[src/rtl/multi_debounce_ctrl_pkg.sv]
// ============================================================================
// Module : multi_debounce_ctrl_pkg
// Brief  : Shared debounce FSM state type, default parameters, width helper.
// Rev    : 1.0  initial release
// ============================================================================
`default_nettype none

package multi_debounce_ctrl_pkg;

    typedef enum logic [1:0] {
        IDLE_LO = 2'd0,
        CHK_HI  = 2'd1,
        IDLE_HI = 2'd2,
        CHK_LO  = 2'd3
    } deb_state_t;

    localparam int C_DEF_N_CH         = 4;
    localparam int C_DEF_TICK_MAX     = 500000;
    localparam int C_DEF_STABLE_TICKS = 4;

    // Bits needed to hold 0..max_val, never less than one.
    function automatic int cnt_width(input int max_val);
        int w;
        w = $clog2(max_val + 1);
        return (w < 1) ? 1 : w;
    endfunction

endpackage

`default_nettype wire

[src/rtl/multi_debounce_ctrl_tick_gen.sv]
// ============================================================================
// Module : tick_gen
// Brief  : Free-running 0..TICK_MAX counter; tick is high while count==TICK_MAX.
// Rev    : 1.0  initial release
// ============================================================================
`default_nettype none

module tick_gen
    import multi_debounce_ctrl_pkg::*;
#(
    parameter int TICK_MAX = C_DEF_TICK_MAX
) (
    input  logic clk,
    input  logic rst,
    output logic tick
);

    localparam int             c_W   = cnt_width(TICK_MAX);
    localparam logic [c_W-1:0] c_MAX = c_W'(TICK_MAX);
    localparam logic [c_W-1:0] c_ONE = c_W'(1);

    logic [c_W-1:0] r_cnt;

    always_ff @(posedge clk) begin
        if (rst) begin
            r_cnt <= '0;
        end else if (r_cnt == c_MAX) begin
            r_cnt <= '0;
        end else begin
            r_cnt <= r_cnt + c_ONE;
        end
    end

    assign tick = (r_cnt == c_MAX);

endmodule

`default_nettype wire

[src/rtl/multi_debounce_ctrl.sv]
// ============================================================================
// Module : multi_debounce_ctrl
// Brief  : N_CH independent button debouncers sharing one sample tick.
//          Define DEBOUNCE_SYNC_EN to add a 2-flop input synchronizer.
// Rev    : 1.0  initial release
// ============================================================================
`default_nettype none

module multi_debounce_ctrl
    import multi_debounce_ctrl_pkg::*;
#(
    parameter int N_CH         = C_DEF_N_CH,
    parameter int TICK_MAX     = C_DEF_TICK_MAX,
    parameter int STABLE_TICKS = C_DEF_STABLE_TICKS
) (
    input  logic            clk,
    input  logic            rst,
    input  logic [N_CH-1:0] btn_in,
    output logic [N_CH-1:0] btn_level,
    output logic [N_CH-1:0] press_pulse,
    output logic [N_CH-1:0] release_pulse,
    output logic            tick
);

    localparam int              c_SW     = cnt_width(STABLE_TICKS);
    localparam logic [c_SW-1:0] c_STABLE = c_SW'(STABLE_TICKS);
    localparam logic [c_SW-1:0] c_ONE    = c_SW'(1);

    logic            w_tick;
    logic [N_CH-1:0] w_sample;

    tick_gen #(
        .TICK_MAX (TICK_MAX)
    ) u_tick_gen (
        .clk  (clk),
        .rst  (rst),
        .tick (w_tick)
    );

    assign tick = w_tick;

`ifdef DEBOUNCE_SYNC_EN
    logic [N_CH-1:0] r_sync1;
    logic [N_CH-1:0] r_sync2;

    always_ff @(posedge clk) begin
        if (rst) begin
            r_sync1 <= '0;
            r_sync2 <= '0;
        end else begin
            r_sync1 <= btn_in;
            r_sync2 <= r_sync1;
        end
    end

    assign w_sample = r_sync2;
`else
    assign w_sample = btn_in;
`endif

    for (genvar i = 0; i < N_CH; i++) begin : g_ch
        deb_state_t      r_state;
        logic [c_SW-1:0] r_cnt;
        logic            r_level;
        logic            r_press;
        logic            r_rel;

        // A bounce takes priority over a coincident tick, and the tick on the
        // IDLE->CHK edge is ignored, so every check starts from a full tick.
        always_ff @(posedge clk) begin
            if (rst) begin
                r_state <= IDLE_LO;
                r_cnt   <= '0;
                r_level <= 1'b0;
                r_press <= 1'b0;
                r_rel   <= 1'b0;
            end else begin
                r_press <= 1'b0;
                r_rel   <= 1'b0;
                case (r_state)
                    IDLE_LO: begin
                        if (w_sample[i]) begin
                            r_state <= CHK_HI;
                            r_cnt   <= '0;
                        end
                    end
                    CHK_HI: begin
                        if (!w_sample[i]) begin
                            r_state <= IDLE_LO;
                            r_cnt   <= '0;
                        end else if (w_tick) begin
                            if ((r_cnt + c_ONE) == c_STABLE) begin
                                r_state <= IDLE_HI;
                                r_cnt   <= '0;
                                r_level <= 1'b1;
                                r_press <= 1'b1;
                            end else begin
                                r_cnt <= r_cnt + c_ONE;
                            end
                        end
                    end
                    IDLE_HI: begin
                        if (!w_sample[i]) begin
                            r_state <= CHK_LO;
                            r_cnt   <= '0;
                        end
                    end
                    CHK_LO: begin
                        if (w_sample[i]) begin
                            r_state <= IDLE_HI;
                            r_cnt   <= '0;
                        end else if (w_tick) begin
                            if ((r_cnt + c_ONE) == c_STABLE) begin
                                r_state <= IDLE_LO;
                                r_cnt   <= '0;
                                r_level <= 1'b0;
                                r_rel   <= 1'b1;
                            end else begin
                                r_cnt <= r_cnt + c_ONE;
                            end
                        end
                    end
                    default: begin
                        r_state <= IDLE_LO;
                        r_cnt   <= '0;
                    end
                endcase
            end
        end

        assign btn_level[i]     = r_level;
        assign press_pulse[i]   = r_press;
        assign release_pulse[i] = r_rel;
    end

endmodule

`default_nettype wire

[config.mk]
export PLATFORM = sky130hd
export DESIGN_NAME = multi_debounce_ctrl
export DESIGN_NICKNAME = d
export VERILOG_FILES = /design/src/rtl/multi_debounce_ctrl_pkg.sv /design/src/rtl/multi_debounce_ctrl_tick_gen.sv /design/src/rtl/multi_debounce_ctrl.sv
export SDC_FILE = /design/constraint.sdc
export NUM_CORES = 1
export LEC_CHECK = 0
export BUFFER_PORTS_ARGS = -buffer_cell sky130_fd_sc_hd__buf_4
export CAP_MARGIN = 40
export CORE_UTILIZATION = 62
export DETAILED_ROUTE_END_ITERATION = 10
export PLACE_DENSITY = 0.89
export SYNTH_ARGS = -nofsm -noshare
export SYNTH_HDL_FRONTEND = slang
export SYNTH_SLANG_ARGS = --single-unit
[constraint.sdc]
create_clock -name clk -period 3.71 [get_ports clk]
set_input_delay 0 -clock clk [delete_from_list [all_inputs] [get_ports clk]]
set_output_delay 0 -clock clk [all_outputs]
set_load 0.05 [all_outputs]
=== Word level (Yosys, flattened, before mapping) ===
Index checks and enable logic that the tools add are counted.

* Flip-flop bits (word level): 51
* Bits in latches: 0
* Memory bits (writable): 0
* ROM bits: 0
* Input bits: 6
* Logic and storage cells: 232
* Memories: 0

* Add/subtract/negate cells: 5
* Multiply operators: 0
* Div/mod/pow operators: 0
* Magnitude comparators: 0
* Equality and inequality tests: 65
* Shift operators: 0
* Multiplexer cells: 100
* Bitwise operators: 12
* Reduce and logical (&&, ||, !) cells: 29

{| class="wikitable"
|+ Operator list
! kind !! number
|-
| $mux W3 || 24
|-
| $mux W2 || 32
|-
| $ne A2 B2 Y1 const B || 32
|-
| $ne A3 B3 Y1 const B || 16
|-
| $pmux W3 S4 || 4
|-
| $mux W1 || 32
|-
| $pmux W2 S4 || 4
|-
| $reduce_and A7 Y1 || 4
|-
| $reduce_and A6 Y1 || 4
|-
| $reduce_or A3 Y1 || 8
|-
| $add A19 B1 Y19 const B || 1
|-
| $eq A19 B19 Y1 const B || 1
|-
| $eq A2 B2 Y1 const B || 8
|-
| $add A3 B1 Y3 const B || 4
|-
| $eq A3 B3 Y1 const B || 4
|-
| $not A1 Y1 || 12
|-
| $eq A2 B1 Y1 const B || 4
|-
| $logic_not A2 Y1 || 4
|-
| $pmux W1 S2 || 4
|-
| $reduce_and A2 Y1 || 4
|-
| $reduce_bool A2 Y1 || 4
|-
| $reduce_or A2 Y1 || 1
|}

=== Logic depth before layout (Yosys ltp) ===
Gate-level depths: netlist of run 1.

* Depth in word-level cells: 6
* Mapped depth: 9

=== Cells and area by module ===
A second synthesis of run 1 with hierarchy kept.

* Cells, all modules: 277
* Area total of the unflattened synthesis: 2533.7 µm²

{| class="wikitable"
|+ Modules (own cells, without submodules)
! module !! instances !! cells each !! area an instance (µm²) !! sequential area each (µm²)
|-
| multi_debounce_ctrl || 1 || 169 || 1604.0 || 640.6
|-
| tick_gen || 1 || 108 || 929.6 || 380.4
|}

=== Worst setup path after synthesis of run 1 ===
Ideal clock, no wire load.

* Kind: reg2reg
* Start point: reg u_tick_gen.r_cnt[0]
* End point: reg g_ch[3].r_level
* Arrival time: 1.844 ns
* Setup slack: 1.792 ns
* Cell stages (with the launch flop): 8
* Clock period less this slack: 1.918 ns
* Path through: dfxtp_1 -> inv_1 -> ha_1 -> nand4b_1 -> or4_4 -> buf_6 -> or4_1 -> a31oi_1

* Word-level cells in the longest chain between the ends: 3

{| class="wikitable"
|+ RTL lines
! what !! RTL line !! text
|-
| start: declaration || multi_debounce_ctrl_tick_gen.sv:22 || <nowiki>logic [c_W-1:0] r_cnt;</nowiki>
|-
| start signal: assignment || multi_debounce_ctrl_tick_gen.sv:30 || <nowiki>r_cnt <= r_cnt + c_ONE;</nowiki>
|-
| $eq A19 B19 Y1 (*) || multi_debounce_ctrl_tick_gen.sv:34 || <nowiki>assign tick = (r_cnt == c_MAX);</nowiki>
|-
| $ne A2 B2 Y1 (no line) || n/a ||
|-
| $reduce_and A7 Y1 (no line) (*) || n/a ||
|-
| end signal: assignment || multi_debounce_ctrl.sv:74 || <nowiki>r_level <= 1'b0;</nowiki>
|-
| end signal: assignment || multi_debounce_ctrl.sv:95 || <nowiki>r_level <= 1'b1;</nowiki>
|-
| end signal: assignment || multi_debounce_ctrl.sv:116 || <nowiki>r_level <= 1'b0;</nowiki>
|-
| end: declaration || multi_debounce_ctrl.sv:64 || <nowiki>logic r_level;</nowiki>
|}

Every way passes the cells marked *; elsewhere a longest branch is shown, timed or not.
A chain may end at the register's enable or synchronous reset.

=== Worst setup path after layout of run 1 ===
* Start point: reg u_tick_gen.r_cnt[4]
* End point: reg u_tick_gen.r_cnt[5]

* Word-level cells in the longest chain between the ends: 2

{| class="wikitable"
|+ RTL lines
! what
|-
| branches (longest 2 deep; another with $add A19 B1 Y19)
|}

Several ways; the timed one is not identified.

==> results of run 1 <==
flip-flops by register name, summed over array words and instances, names as in the netlist, named ones only:
| name | flops |
|---|---|
| u_tick_gen.r_cnt | 19 |
| g_ch.r_cnt | 12 |
| g_ch.r_level | 4 |
| g_ch.r_press | 4 |
| g_ch.r_rel | 4 |
| g_ch.r_state | 4 |
final timing paths:
check                            startpoint                        endpoint  slack [ns]
max          u_tick_gen.r_cnt[4]$_SDFF_PP0_  u_tick_gen.r_cnt[5]$_SDFF_PP0_        1.47
min                                     rst                       flip-flop        0.09
max reg2reg  u_tick_gen.r_cnt[4]$_SDFF_PP0_  u_tick_gen.r_cnt[5]$_SDFF_PP0_        1.47
min reg2reg  u_tick_gen.r_cnt[0]$_SDFF_PP0_  u_tick_gen.r_cnt[0]$_SDFF_PP0_        0.47
cell families after synthesis:
| kind of cell | Yosys count | synth area share [%] |
|---|---|---|
| adder cells (fa/ha/maj) | 13 | 5.780 |
| flip-flops | 51 | 36.28 |
| buffers and inverters | 51 | 8.804 |
| XOR/XNOR | 14 | 4.357 |
| AND/OR/NAND/NOR | 151 | 31.75 |
| AO/OA/AOI/OAI | 57 | 13.03 |
final cells by class:
cell class	count	area [um^2]	share of cell area, %
Multi-Input combinational cell	235	1545	51.27
Sequential cell	51	1021	33.87
Timing Repair Buffer	24	193.9	6.434
Clock buffer	6	82.58	2.740
Inverter	18	67.56	2.242
Tap cell	52	65.06	2.159
Clock inverter	2	38.79	1.287
layout by cell type (no fill, tap or decap), drive strengths merged, types with 6 or more instances in the layout:
master	n
nand3	17
nand4	21
buf	19
ha	13
o21ai	8
nor3	8
a21oi	13
nand2	24
or4	12
and2	6
inv	19
o211ai	6
dfxtp	51
o31ai	12
nor2	17
clkbuf	6
a31oi	11
nor3b	9
xor2	10
stage by stage:
stage	cells	instance area [um^2]	worst slack [ns]	util, %
2_1_floorplan	337	2814	1.792	-
3_3_place_gp	375	2841	1.321	65.26
3_5_place_dp	376	2853	1.501	65.52
4_1_cts	388	3014	1.491	69.22
5_1_grt	388	3014	1.264	69.22
6_report	388	3014	1.475	69.22
per-layer routing:
| layer | part of all wire (%) | vias to the layer above |
|---|---|---|
| met3 | 6.2 | 9 |
| li1 | - | 1222 |
| met2 | 47 | 82 |
| met4 | 1.3 | 0 |
| met5 | 0 | - |
| met1 | 46 | 1172 |
power by group through the flow:
stage | logic [mW] | registers, mW | clock network, mW
floorplan | 0.0588 | 0.573 | 0
global placement | 0.0651 | 0.579 | 0
detailed placement | 0.0668 | 0.579 | 0
CTS | 0.0702 | 0.567 | 0.420
global route | 0.0762 | 0.569 | 0.440
finish | 0.0703 | 0.567 | 0.417
==> results.rst, run 1 <==
.. list-table::
   :header-rows: 1

   * - Metric
     - Value
   * - Run status
     - finished clean
   * - VDD IR-drop max
     - 0.2658 mV
   * - Total detailed-routing wirelength
     - 5857 um
   * - Met2 usage
     - 40.99%
   * - ANT nets after route
     - 0
   * - Top post-synthesis cells by count
     - sky130_fd_sc_hd__dfxtp_1, sky130_fd_sc_hd__nand2_1, sky130_fd_sc_hd__nand4_1
   * - Fraction of synthesis flops using an asynchronous set or reset pin
     - 0%
   * - Total setup violations reported at the end of the flow
     - 0
   * - Ant. Diodes
     - 0
   * - NumNets Final
     - 354
   * - Synthesized cell area
     - 2814 um^2
   * - Antenna violations before repair
     - 0
   * - Top_reg_cell synth
     - sky130_fd_sc_hd__dfxtp_1
   * - Pwr dens
     - 349.7 nW/um^2
   * - Data arrival time of the critical path
     - 2.42 ns
   * - Slew of the pin with the lowest slew margin
     - 0.8541 ns
   * - Distinct cell type count of the synthesized netlist
     - 41
   * - Post-DR vias/cell
     - 6.405
   * - Initial core utilization
     - 64.63%
   * - Number of H-tree branching levels
     - 2
   * - Worst path cell trace
     - nor4_1 -> and4_1 -> a21o_1 -> nor2_1
   * - Total net switching power
     - 0.2496 mW
   * - Instance count along the most critical hold path
     - 2
   * - Share of the synthesized area in the top cell type
     - 36.28%
   * - Count of fill cells added during filler insertion
     - 323
   * - Count of buffer and inverter cells on the critical path
     - 0
   * - Seq pwr share
     - 53.8%
   * - Worst-case clock buffer depth
     - 2
   * - Synth-to-Final Area Change
     - 7.114%
   * - Count of pins over their slew limit
     - 0
   * - Horizontal extent of the die
     - 69.37 um
   * - Slowest stage cell, crit path
     - sky130_fd_sc_hd__and4_1
   * - Cells resized by post-CTS repair
     - 0
   * - Biggest fanout along the worst timing path
     - 19
   * - Post-layout min period
     - 2.235 ns
   * - Synth area leaders
     - sky130_fd_sc_hd__dfxtp_1, sky130_fd_sc_hd__ha_1, sky130_fd_sc_hd__nand4_1
   * - CORE AREA
     - 4354 um^2
   * - Initial drt markers
     - 189
   * - Grt peak-use layer
     - met2
   * - Pin count of the biggest net entering global routing
     - 41
   * - Clock network power share
     - 39.5%
   * - All-layer global routing usage
     - 25.73%
   * - Setup Skew
     - 0.005177 ns
   * - Achievable clock frequency
     - 447.4 MHz
   * - YS warnings
     - 0
   * - Worst-case headroom to the max-slew limit
     - 42.54%
   * - Combinational share of power
     - 6.7%
   * - Fraction of layout cells with a size suffix above 1
     - 9.524%
   * - Detailed-placement wirelength estimate
     - 3934 um
   * - Unrepaired setup endpoints after global routing
     - no
   * - Design Power
     - 1.054 mW
   * - Final hold violation count
     - 0
   * - Clk sinks
     - 51
   * - Buffers on Ports
     - 18
   * - Startpoint class of the critical path
     - flip-flop
   * - Static leakage
     - 1.055 nW
   * - Most instantiated library cell after synthesis
     - sky130_fd_sc_hd__dfxtp_1
   * - Worst R2R Path Depth
     - 4
   * - Buffers inserted during post-CTS setup optimization
     - 0
   * - Vert. Die Dim
     - 69.37 um
   * - Clock slew at reported path FFs
     - 0.10 ns
   * - Class of the most critical hold timing path
     - primary input to flip-flop
   * - Total die area
     - 4812 um^2
   * - Crit share post-route
     - 60.25%
   * - Number of global-route vias before repair
     - 2305
   * - Met3 demand-to-capacity share in global routing
     - 5.378%
   * - Final-layout setup total negative slack
     - 0 ns
   * - Net Sw Frac
     - 23.69%
   * - Number of iterations in the first detailed-routing pass
     - 4
   * - CTS buffer count
     - 5
   * - Kind of cell with the highest combined delay on the critical path
     - simple AND/OR/NAND/NOR gates
   * - Clock tree from TritonCTS
     - done
   * - Crit path required time
     - 3.90 ns
   * - Synthesized flop and latch total
     - 51
   * - # hold bufs at CTS
     - 4
   * - Worst path max stage delay
     - 0.57 ns
   * - Gate count after technology mapping
     - 337
   * - Root buffer selected by CTS
     - sky130_fd_sc_hd__clkbuf_8
   * - Syn avg cell area
     - 8.350 um^2
   * - Endpoint class of the critical path
     - flip-flop
   * - Cell accounting for the most synthesized area
     - sky130_fd_sc_hd__dfxtp_1
   * - DRC errors left
     - 0
   * - Part of the Yosys area used for sequential elements
     - 36.28%
   * - Crit. path cell count
     - 4
   * - First-pass GRT wire length
     - 10210 um
   * - Overall via count from detail_route
     - 2485
   * - Final estimated routing congestion in global placement
     - 0.8995
   * - Sum of overflow across all layers after global routing
     - 0
   * - Number of enable-type register cells in the synthesized netlist
     - 0
   * - Crit Path Class
     - flip-flop to flip-flop
   * - Net count after synthesis
     - 356
   * - Wire per inst
     - 15.10 um
   * - Max-cap check violation count
     - 0
   * - Worst hold slack
     - 0.08972 ns
   * - Cell-internal power
     - 0.8043 mW
   * - I/O pins
     - 19
   * - Met1 track demand over resource in global routing
     - 34.13%
   * - Source-to-sink clock delay at the later pin of the worst-skew pair
     - 0.31 ns
   * - Number of rows created at floorplan
     - 24
No activity file was read; power rests on OpenSTA's default activity.
==> run 2: changes to the inputs <==
CORE_UTILIZATION = 60   (was 62)
PLACE_DENSITY = 0.87   (was 0.89)
clock period = 2.3 ns   (was 3.71 ns; I/O delays follow)
==> results.rst, run 2 (synthesized netlist as in run 1, its figures left out) <==
.. list-table::
   :header-rows: 1

   * - Metric
     - Value
   * - Count of pins over their slew limit
     - 0
   * - Worst-case headroom to the max-slew limit
     - 49.78%
   * - Wire per inst
     - 15.01 um
   * - Count of fill cells added during filler insertion
     - 345
   * - Class of the most critical hold timing path
     - primary input to flip-flop
   * - Initial core utilization
     - 63.32%
   * - Total die area
     - 4967 um^2
   * - Ant. Diodes
     - 0
   * - CTS buffer count
     - 5
   * - Initial drt markers
     - 282
   * - Final hold violation count
     - 0
   * - First-pass GRT wire length
     - 10090 um
   * - Final-layout setup total negative slack
     - 0 ns
   * - Achievable clock frequency
     - 489.8 MHz
   * - Worst-case clock buffer depth
     - 2
   * - Vert. Die Dim
     - 70.48 um
   * - Buffers on Ports
     - 18
   * - Design Power
     - 1.760 mW
   * - Register-to-register setup slack
     - 0.26 ns
   * - Critical register-to-register path endpoint
     - u_tick_gen.r_cnt[18]$_SDFF_PP0_
   * - Worst path cell trace
     - ha_1 -> nand2_1 -> or4_1 -> or4_1 -> a21oi_1
   * - Worst path max stage delay
     - 0.60 ns
   * - Setup Skew
     - 0.01427 ns
   * - Number of iterations in the first detailed-routing pass
     - 7
   * - Endpoint class of the critical path
     - flip-flop
   * - Sum of overflow across all layers after global routing
     - 0
   * - Slowest stage cell, crit path
     - sky130_fd_sc_hd__or4_1
   * - Detailed-placement wirelength estimate
     - 3886 um
   * - Run status
     - finished with violations
   * - Post-layout min period
     - 2.042 ns
   * - Startpoint class of the critical path
     - flip-flop
   * - Leading cell types in the layout, fill and taps excluded
     - sky130_fd_sc_hd__dfxtp_1, sky130_fd_sc_hd__nand2_1, sky130_fd_sc_hd__buf_4
   * - Total detailed-routing wirelength
     - 5837 um
   * - Unrepaired setup endpoints after global routing
     - no
   * - Largest Register
     - u_tick_gen.r_cnt
   * - Pwr dens
     - 581.5 nW/um^2
   * - Cells resized by post-CTS repair
     - 0
   * - Biggest fanout along the worst timing path
     - 7
   * - Registers with the highest flip-flop counts
     - u_tick_gen.r_cnt: 19 flops, g_ch.r_cnt: 12 flops
   * - Post-layout worst setup margin
     - 0.2582 ns
   * - Root buffer selected by CTS
     - sky130_fd_sc_hd__clkbuf_8
   * - Worst Setup Slack post-DPL
     - 0.2678 ns
   * - Failing checks
     - DRC
   * - Sequential cell area
     - 1021 um^2
   * - Number of H-tree branching levels
     - 2
   * - # placed instances
     - 378
   * - Worst R2R Path Depth
     - 5
   * - Synth-to-Final Area Change
     - 7.559%
   * - DRC errors left
     - 4
   * - All-layer global routing usage
     - 25.28%
   * - Number of rows created at floorplan
     - 24
   * - Area used by multi-input combinational logic
     - 1545 um^2
   * - Crit path top cell by count
     - sky130_fd_sc_hd__or4_1
   * - Source-to-sink clock delay at the later pin of the worst-skew pair
     - 0.32 ns
   * - Crit path required time
     - 2.54 ns
   * - Horizontal extent of the die
     - 70.48 um
   * - Pin count of the biggest net entering global routing
     - 41
   * - Number of global-route vias before repair
     - 2369
   * - VDD IR-drop max
     - 0.4121 mV
   * - Worst min-delay path startpoint
     - btn_in[3]
   * - Static leakage
     - 1.068 nW
   * - Crit Path Class
     - flip-flop to flip-flop
   * - Post-DR vias/cell
     - 6.311
   * - Clock slew at reported path FFs
     - 0.08 ns
   * - Total setup violations reported at the end of the flow
     - 0
   * - Instance count along the most critical hold path
     - 3
   * - Reg-to-reg startpoint
     - u_tick_gen.r_cnt[0]$_SDFF_PP0_
   * - Clk sinks
     - 51
   * - ANT nets after route
     - 0
   * - Data arrival time of the critical path
     - 2.28 ns
   * - Slew of the pin with the lowest slew margin
     - 0.7507 ns
   * - Crit share post-route
     - 88.77%
   * - Antenna violations before repair
     - 0
   * - Hold-critical path endpoint
     - g_ch[3].r_press$_SDFF_PP0_
   * - Non-filler instance count after layout
     - 389
   * - Final estimated routing congestion in global placement
     - 0.9376
   * - Overall via count from detail_route
     - 2455
   * - Clock tree from TritonCTS
     - done
   * - Fraction of layout cells with a size suffix above 1
     - 9.792%
   * - Most common cell after layout, fill and taps aside
     - sky130_fd_sc_hd__dfxtp_1
   * - NumNets Final
     - 355
   * - Number of flip-flops in the largest register
     - 19
   * - I/O pins
     - 19
   * - CORE AREA
     - 4444 um^2
   * - Max-cap check violation count
     - 0
-- run 2: changes by cell type in the layout (fill, tap and decap cells not counted) --
cell / before / now
sky130_fd_sc_hd__buf_4: 19 / 22
sky130_fd_sc_hd__bufinv_16: 1 / 2
sky130_fd_sc_hd__clkbuf_1: 0 / 1
sky130_fd_sc_hd__clkbuf_8: 6 / 5
sky130_fd_sc_hd__clkdlybuf4s15_2: 1 / 0
sky130_fd_sc_hd__dlygate4sd3_1: 4 / 3
sky130_fd_sc_hd__inv_6: 1 / 0
-- run 2: power breakdown --
group | switching, mW | total, mW | internal [mW]
Clock | 0.299 | 0.734 | 0.435
Sequential | 0.0169 | 0.914 | 0.897
Combinational | 0.0712 | 0.112 | 0.0406
-- run 2: critical path: cells and delay by family, from the launching register on --
family / cells / cell delay (ns)
and+or+nand+nor: 3 / 1.22
adders and majority gates: 1 / 0.24
AOI/OAI and AO/OA: 1 / 0.15
DFF: 1 / 0.38
-- run 2: how the worst max path moves through the flow --
stage	startpoint	slack (ns)	cells after the start	endpoint
after CTS	u_tick_gen.r_cnt[0]$_SDFF_PP0_	0.26	6	g_ch[0].r_press$_SDFF_PP0_
after floorplan	u_tick_gen.r_cnt[0]$_SDFF_PP0_	0.38	7	g_ch[3].r_level$_SDFFE_PP0P_
after global placement	u_tick_gen.r_cnt[0]$_SDFF_PP0_	0.32	6	g_ch[0].r_press$_SDFF_PP0_
after global routing	u_tick_gen.r_cnt[0]$_SDFF_PP0_	0.1	6	g_ch[2].r_press$_SDFF_PP0_
final	u_tick_gen.r_cnt[0]$_SDFF_PP0_	0.26	5	u_tick_gen.r_cnt[18]$_SDFF_PP0_
after detailed placement	u_tick_gen.r_cnt[0]$_SDFF_PP0_	0.27	6	g_ch[0].r_press$_SDFF_PP0_
-- run 2: per-layer routing --
metal	wire [um]	part of all wire, %	track usage (%)	vias up
met5	0	0	0	-
met4	114	2.0	13.83	0
met3	322	5.5	4.329	13
met2	2709	46	42.61	73
met1	2691	46	30.46	1147
li1	-	-	-	1222
-- run 2: repair_timing --
item,4_1_cts,5_1_grt
setup buffers,0,0
hold buffers,3,0
hold endpoints to repair,9,0
-- run 2: final cells by class --
class,count,share of cell area (%)
Timing Repair Buffer,25,6.449
Inverter,18,2.232
Clock buffer,6,2.398
Clock inverter,2,1.984
Sequential cell,51,33.73
Multi-Input combinational cell,235,51.05
Tap cell,52,2.150
-- run 2: per-stage QoR --
| stage | hold WS (ns) | utilization (%) | area (um^2) |
|---|---|---|---|
| 2_1_floorplan | 0.07679 | - | 2814 |
| 3_3_place_gp | 0.2099 | 64.44 | 2864 |
| 3_5_place_dp | 0.2150 | 64.44 | 2864 |
| 4_1_cts | 0.01421 | 68.10 | 3027 |
| 5_1_grt | 0.03503 | 68.10 | 3027 |
| 6_report | 0.01532 | 68.10 | 3027 |
